## src/rtl/key_freq_encoder.sv

```systemverilog
// Key event to frequency-id encoder: tracks up to two held notes and hands each
// changed set to the physics block, waiting for it to adopt one before sending the next.
module key_freq_encoder #(
  parameter int NO_FREQ = 31,
  parameter int MAX_ID  = 24,
  parameter int TIMEOUT = 2000000,
  parameter int TIMER_W = 21
) (
  input  logic       clock,
  input  logic       reset,
  input  logic       key_valid,
  input  logic       key_press,
  input  logic [4:0] key_code,
  input  logic       curr_w0,
  output logic [4:0] freq_id1,
  output logic [4:0] freq_id2,
  output logic       new_f_out,
  output logic       busy
);

  localparam logic [4:0]         NO_ID      = 5'(NO_FREQ);
  localparam logic [4:0]         TOP_ID     = 5'(MAX_ID);
  localparam logic [TIMER_W-1:0] TIMER_LAST = TIMER_W'(TIMEOUT - 1);

  typedef enum logic [1:0] {S_IDLE, S_SEND, S_WAIT} state_t;

  state_t             state_q, state_d;
  logic [4:0]         slot1_q, slot1_d;
  logic [4:0]         slot2_q, slot2_d;
  logic [4:0]         id1_q, id1_d;
  logic [4:0]         id2_q, id2_d;
  logic               sent_bank_q, sent_bank_d;
  logic               new_f_q, new_f_d;
  logic [TIMER_W-1:0] timer_q, timer_d;

  logic code_ok;
  logic in_slot1;
  logic in_slot2;
  logic set_changed;
  logic adopted;
  logic timed_out;

  assign code_ok     = (key_code <= TOP_ID);
  assign in_slot1    = (key_code == slot1_q);
  assign in_slot2    = (key_code == slot2_q);
  assign set_changed = ({slot1_q, slot2_q} != {id1_q, id2_q});
  assign adopted     = (curr_w0 != sent_bank_q);
  assign timed_out   = (timer_q == TIMER_LAST);

  // Held-note set; slot1 is always the older note, so eviction and release shift slot2 up.
  always_comb begin
    slot1_d = slot1_q;
    slot2_d = slot2_q;
    if (key_valid && code_ok) begin
      if (key_press) begin
        if (!in_slot1 && !in_slot2) begin
          if (slot1_q == NO_ID) begin
            slot1_d = key_code;
          end else if (slot2_q == NO_ID) begin
            slot2_d = key_code;
          end else begin
            slot1_d = slot2_q;
            slot2_d = key_code;
          end
        end
      end else if (in_slot1) begin
        slot1_d = slot2_q;
        slot2_d = NO_ID;
      end else if (in_slot2) begin
        slot2_d = NO_ID;
      end
    end
  end

  always_comb begin
    state_d = state_q;
    unique case (state_q)
      S_IDLE:  if (set_changed) state_d = S_SEND;
      S_SEND:  state_d = S_WAIT;
      S_WAIT:  if (adopted || timed_out) state_d = S_IDLE;
      default: state_d = S_IDLE;
    endcase
  end

  // The ids, pulse and bank snapshot are all loaded on the edge that enters SEND.
  always_comb begin
    id1_d       = id1_q;
    id2_d       = id2_q;
    sent_bank_d = sent_bank_q;
    timer_d     = timer_q;
    new_f_d     = 1'b0;
    if (state_q == S_IDLE && set_changed) begin
      id1_d       = slot1_q;
      id2_d       = slot2_q;
      sent_bank_d = curr_w0;
      timer_d     = '0;
      new_f_d     = 1'b1;
    end else if (state_q == S_WAIT) begin
      timer_d = timer_q + 1'b1;
    end
  end

  always_ff @(posedge clock) begin
    if (reset) begin
      state_q     <= S_IDLE;
      slot1_q     <= NO_ID;
      slot2_q     <= NO_ID;
      id1_q       <= NO_ID;
      id2_q       <= NO_ID;
      sent_bank_q <= 1'b0;
      new_f_q     <= 1'b0;
      timer_q     <= '0;
    end else begin
      state_q     <= state_d;
      slot1_q     <= slot1_d;
      slot2_q     <= slot2_d;
      id1_q       <= id1_d;
      id2_q       <= id2_d;
      sent_bank_q <= sent_bank_d;
      new_f_q     <= new_f_d;
      timer_q     <= timer_d;
    end
  end

  always_comb begin
    freq_id1  = id1_q;
    freq_id2  = id2_q;
    new_f_out = new_f_q;
    busy      = (state_q != S_IDLE);
  end

endmodule

```

## config.mk

```make
export PLATFORM = sky130hd
export DESIGN_NAME = key_freq_encoder
export DESIGN_NICKNAME = d
export VERILOG_FILES = /design/src/rtl/key_freq_encoder.sv
export SDC_FILE = /design/constraint.sdc
export NUM_CORES = 1
export LEC_CHECK = 0
export BUFFER_PORTS_ARGS = -buffer_cell sky130_fd_sc_hd__buf_2
export CORE_ASPECT_RATIO = 0.75
export CORE_MARGIN = 1.5
export CORE_UTILIZATION = 45
export CTS_BUF_LIST = sky130_fd_sc_hd__clkbuf_2 sky130_fd_sc_hd__clkbuf_4 sky130_fd_sc_hd__clkbuf_8
export DETAILED_ROUTE_END_ITERATION = 6
export PLACE_DENSITY = 0.72
export SLEW_MARGIN = 20
export SYNTH_ARGS = -nofsm -noshare
export SYNTH_HDL_FRONTEND = slang
export SYNTH_SLANG_ARGS = --single-unit
```

## constraint.sdc

```tcl
create_clock -name clock -period 2.67 [get_ports clock]
set_clock_uncertainty 0.2 [all_clocks]
set_input_delay 0.534 -clock clock [delete_from_list [all_inputs] [get_ports clock]]
set_output_delay 0.534 -clock clock [all_outputs]
set_load 0.05 [all_outputs]
```

==> Word level (Yosys, flattened, before mapping) <==
Index checks and enable logic that the tools add are counted.
{ "op_classes": {"add_sub_neg": 1, "multipliers": 0, "div": 0, "order_cmp": 1, "eq_ne": 14, "shift": 0, "n_mux": 14, "n_bitwise": 0, "n_reduce_logical": 14} }
{ "ops": {"columns": ["operator", "count"], "rows": [
  ["5-bit 2-to-1 mux", 10],
  ["21-bit by 1-bit adder with 21-bit output, second input constant", 1],
  ["21-bit == test, second input constant", 1],
  ["5-bit == test", 2],
  ["5-bit == test, second input constant", 2],
  ["10-bit != test", 1],
  ["4-bit AND reduction", 2],
  ["2-bit != test, second input constant", 3],
  ["2-bit one-hot mux with 3 select lines", 1],
  ["5-bit <= comparator, second input constant", 1],
  ["2-bit 2-to-1 mux", 2],
  ["2-bit nonzero test", 2],
  ["1-bit logical AND", 3],
  ["3-bit != test, second input constant", 1],
  ["3-bit nonzero test", 1],
  ["2-bit by 1-bit == test with 1-bit output, second input constant", 1],
  ["2-bit == test, second input constant", 1],
  ["1-bit zero test", 2],
  ["2-bit zero test", 1],
  ["2-bit by 1-bit != test with 1-bit output, second input constant", 1],
  ["2-bit AND reduction", 1],
  ["2-bit OR reduction", 1],
  ["1-bit logical OR", 1],
  ["1-bit 2-to-1 mux", 1],
  ["1-bit != test", 1]
]} }
{ "word_totals": {"reg_bits": 45, "latch_bits": 0, "mem_bits_rw": 0, "rom_bits": 0, "input_bits": 10, "out_inout_bits": 12, "elab_cells": 52, "mem_count": 0} }

==> Depth between registers and ports, before layout <==
{ "depth": {"ltp_word": 5, "mapped_depth": 8, "ltp_nobuf": 6} }

==> Least setup slack after synthesis <==
OpenSTA, ideal clock, no wires.
{ "synth_path": {"path_type": "flip-flop to flip-flop", "startpoint": "register state_q[0]", "endpoint": "register id1_q[3] (netlist: freq_id1[3])", "setup_ns": 0.120, "arrival_time_ns": 1.874, "t_required_ns": 2.350, "path_slack_ns": 0.477, "path_stages_with_launch": 7, "path_buffers": 1, "synth_period_minus_slack_ns": 2.193, "path_cell_list": "dfxtp_1 -> nor2_1 -> clkinv_1 -> nor2_1 -> buf_2 -> nor2b_1 -> a211o_1"} }
{ "synth_via": {"elab_chain_cells": 2} }
{ "synth_rtl": {"columns": ["item", "line_no", "text"], "rows": [
  ["start: declaration", "27", "state_t state_q, state_d;"],
  ["start signal: assignment", "114", "state_q <= state_d;"],
  ["2-bit zero test", "92", "if (state_q == S_IDLE && set_changed) begin"],
  ["1-bit logical AND", "92", null],
  ["end signal: assignment", "117", "id1_q <= id1_d;"],
  ["end: declaration", "30", "logic [4:0] id1_q, id1_d;"]
]} }
Every way passes these cells.
A chain may end at the register's enable or synchronous reset.

==> Worst setup path after layout <==
{ "layout_path": {"startpoint": "register slot2_q[2]", "endpoint": "register id2_q[3] (netlist: freq_id2[3])"} }
{ "layout_via": {"elab_chain_cells": 2} }
{ "layout_rtl": {"columns": ["item", "line_no", "text"], "rows": [
  ["start: declaration", "29", "logic [4:0] slot2_q, slot2_d;"],
  ["start signal: assignment", "116", "slot2_q <= slot2_d;"],
  ["10-bit != test", "46", "assign set_changed = ({slot1_q, slot2_q} != {id1_q, id2_q});"],
  ["1-bit logical AND", "92", null],
  ["end signal: assignment", "118", "id2_q <= id2_d;"],
  ["end: declaration", "31", "logic [4:0] id2_q, id2_d;"]
]} }
Every way passes these cells.

==> flow_metrics.env <==
export IMPL_area_growth_pct=9.64
export IMPL_worstSetupPathType="flip-flop to flip-flop"
export IMPL_grt_setup_unrepaired="no"
export IMPL_synth_top_area_cell="dfxtp_1"
export IMPL_maxSlewViolCount=0
export IMPL_start_util_pct=47.2
export IMPL_drt_iter0_markers=90
export IMPL_regArea_um2=901
export IMPL_synth_fp_nets=272
export IMPL_powerDensity_nw_per_um2=824
export IMPL_worst_setup_path_end_kind="flip-flop"
export IMPL_drv_cap=0
export IMPL_netlist_area_um2=2340
export IMPL_hold_buffers=0
export IMPL_grt_max_degree=23
export IMPL_worstPathCellList="xnor2_1, nand4_1, nor4_2, nor2_1, nor2b_1, a211o_1"
export IMPL_slowest_delay_ns=0.70
export IMPL_ir_worst_vdd_mv=0.794
export IMPL_port_buffers=21
export IMPL_gp_congestion=0.842
export IMPL_overflow=0
export IMPL_dp_hpwl_mm=3.27
export IMPL_final_antenna_net_count=0
export IMPL_antenna_found_initial=0
export IMPL_clkTransAtPathRegs_ns=0.08
export IMPL_cts_root_buffer="clkbuf_8"
export IMPL_worstHoldPathType="flip-flop to flip-flop"
export IMPL_path_delay_family="simple AND/OR/NAND/NOR gates"
export IMPL_final_nets=290
export IMPL_yosysTopAreaCellShare_pct=38.5
export IMPL_syn_area_per_cell_um2=8.95
export IMPL_finalSetupViolations=0
export IMPL_tns_ns=0
export IMPL_core_area_um2=4950
export IMPL_yosysWarnings=0
export IMPL_multi_input_area_um2=1340
export IMPL_layout_drive_gt1_share_pct=16.8
export IMPL_insertion_delay_ns=0.29
export IMPL_ys_flop_type="dfxtp_1"
export IMPL_synth_most_common_cell="dfxtp_1"
export IMPL_synth_async_reset_ratio_pct=0
export IMPL_cts_tree="done"
export IMPL_cts_inserted_buffers=5
export IMPL_wl_mm=4.51
export IMPL_synthTopCellsByCount="45 x dfxtp_1, 43 x nor2_1, 21 x xnor2_1, 18 x nand2_1, 18 x xor2_1"
export IMPL_post_cts_setup_buffers=0
export IMPL_num_io_pins=22
export IMPL_vias=1832
export IMPL_rows=22
export IMPL_final_period_utilization_pct=85.2
export IMPL_synth_cell_types=45
export IMPL_p_leak_nw=0.967
export IMPL_die_h_um=65.4
export IMPL_crit_path_top_delay_cell="nor2_1"
export IMPL_fin_ws_ns=0.394
export IMPL_fp_dieW_um=86.2
export IMPL_synth_edff_count=0
export IMPL_arrival_ns=2.26
export IMPL_required_ns=2.65
export IMPL_finalHoldViolations=0
export IMPL_wl_per_cell_um=13.3
export IMPL_seq_area_frac_synth_pct=38.5
export IMPL_ys_seq_elements=45
export IMPL_critPathBufInv=0
export IMPL_dieArea_um2=5640
export IMPL_pre_cts_slack_ns=0.303
export IMPL_startpoint_type="flip-flop"
export IMPL_min_period_ns=2.28
export IMPL_cp_max_fo=12
export IMPL_syn_inst=261
export IMPL_diodes=0
export IMPL_grt_pass1_wl_mm=7.87
export IMPL_cts_num_sinks=45
export IMPL_placed_area_um2=2470
export IMPL_slew_headroom_pct=38.7
export IMPL_htreeDepth=2
export IMPL_synth_area_leaders="dfxtp_1 39%, xnor2_1 7.9%, nor2_1 6.9%"
export IMPL_track_usage_pct=17.8
export IMPL_status="complete, no violations"
export IMPL_drtPass1Iterations=4
export IMPL_viasPerCell=5.39
export IMPL_drcViolationCount=0
export IMPL_post_cts_resized=0
export IMPL_tightest_slew_ns=0.916
export IMPL_fillers=481
export IMPL_cts_buffer_depth=2
export IMPL_fmax_mhz=439
export IMPL_first_global_vias=1650
export IMPL_final_cell_area_um2=2560
==> report_power, final <==
part	switching [W]	total [W]	internal, W
sequential	0.0000760	0.000831	0.000755
combinational	0.000546	0.000843	0.000296
clock	0.000228	0.000438	0.000210
==> cells by family (layout without fill, tap and decap cells) <==
group                      Yosys count  after routing  share of synthesized area [%]
AOI/OAI and AO/OA                   29             29                           9.26
and+or+nand+nor                    116            116                           26.4
muxes                               13             13                           5.84
adders and majority gates            1              1                          0.535
DFF                                 45             45                           38.5
buffers and inverters               17             36                           4.12
xor gates and xnor gates            40             40                           15.3
==> final timing paths <==
kind,start,endpoint,slack (ns),cells past startpoint
worst max-delay path,slot2_q[2],freq_id2[3],0.39,6
worst min-delay path,timer_q[20],timer_q[20],0.29,2
worst max register to register,slot2_q[2],freq_id2[3],0.39,6
worst min register to register,timer_q[20],timer_q[20],0.29,2
==> placed cells by master, fill, tap and decap left out, drive strengths merged, types with 2 or more instances in the layout <==
cell type,count
a211o,8
a21oi,4
and2,6
and3,6
and4,4
and4b,3
buf,26
clkbuf,6
clkinv,3
dfxtp,45
mux2,5
mux2i,8
nand2,18
nand3,10
nand4,6
nor2,43
nor2b,6
nor3,5
nor3b,3
nor4,2
o21ai,5
o22ai,2
o2bb2ai,3
o311ai,2
o31ai,3
xnor2,22
xor2,18
==> tightest hold or removal path, cell delays in order (launching register included) <==
cell	delay, ns
dfxtp_1	0.32
o21ai_0	0.07
a21oi_1	0.06
==> per-layer routing <==
metal  global-route usage, %  vias up  part of all wire (%)
li1                        -      943                     -
met1                    25.5      858                    54
met2                    26.6       27                    42
met3                    4.40        4                   3.8
met4                    4.64        0                  0.89
met5                       0        -                     0
==> sequential cells by signal, summed over array words and instances, names as in the netlist <==
| signal | count |
|---|---|
| freq_id1 | 5 |
| freq_id2 | 5 |
| new_f_out | 1 |
| sent_bank_q | 1 |
| slot1_q | 5 |
| slot2_q | 5 |
| state_q | 2 |
| timer_q | 21 |
==> area by class of cell <==
class	count	area share, %
timing repair buffer	26	5.57
tap	60	2.93
inverter	2	0.293
clock buffer	6	3.22
multi-input combinational	199	52.3
clock inverter	2	0.537
sequential	45	35.2
==> through the flow <==
stage | power [W] | instances | hold slack [ns] | util [%]
floorplan | 0.00151 | 261 | 0.253 | -
global placement | 0.00168 | 332 | 0.266 | 49.8
detailed placement | 0.00169 | 332 | 0.285 | 49.8
CTS | 0.00213 | 340 | 0.297 | 51.7
global route | 0.00224 | 340 | 0.330 | 51.7
finish | 0.00211 | 340 | 0.293 | 51.7
(Power assumes the default switching activity.)
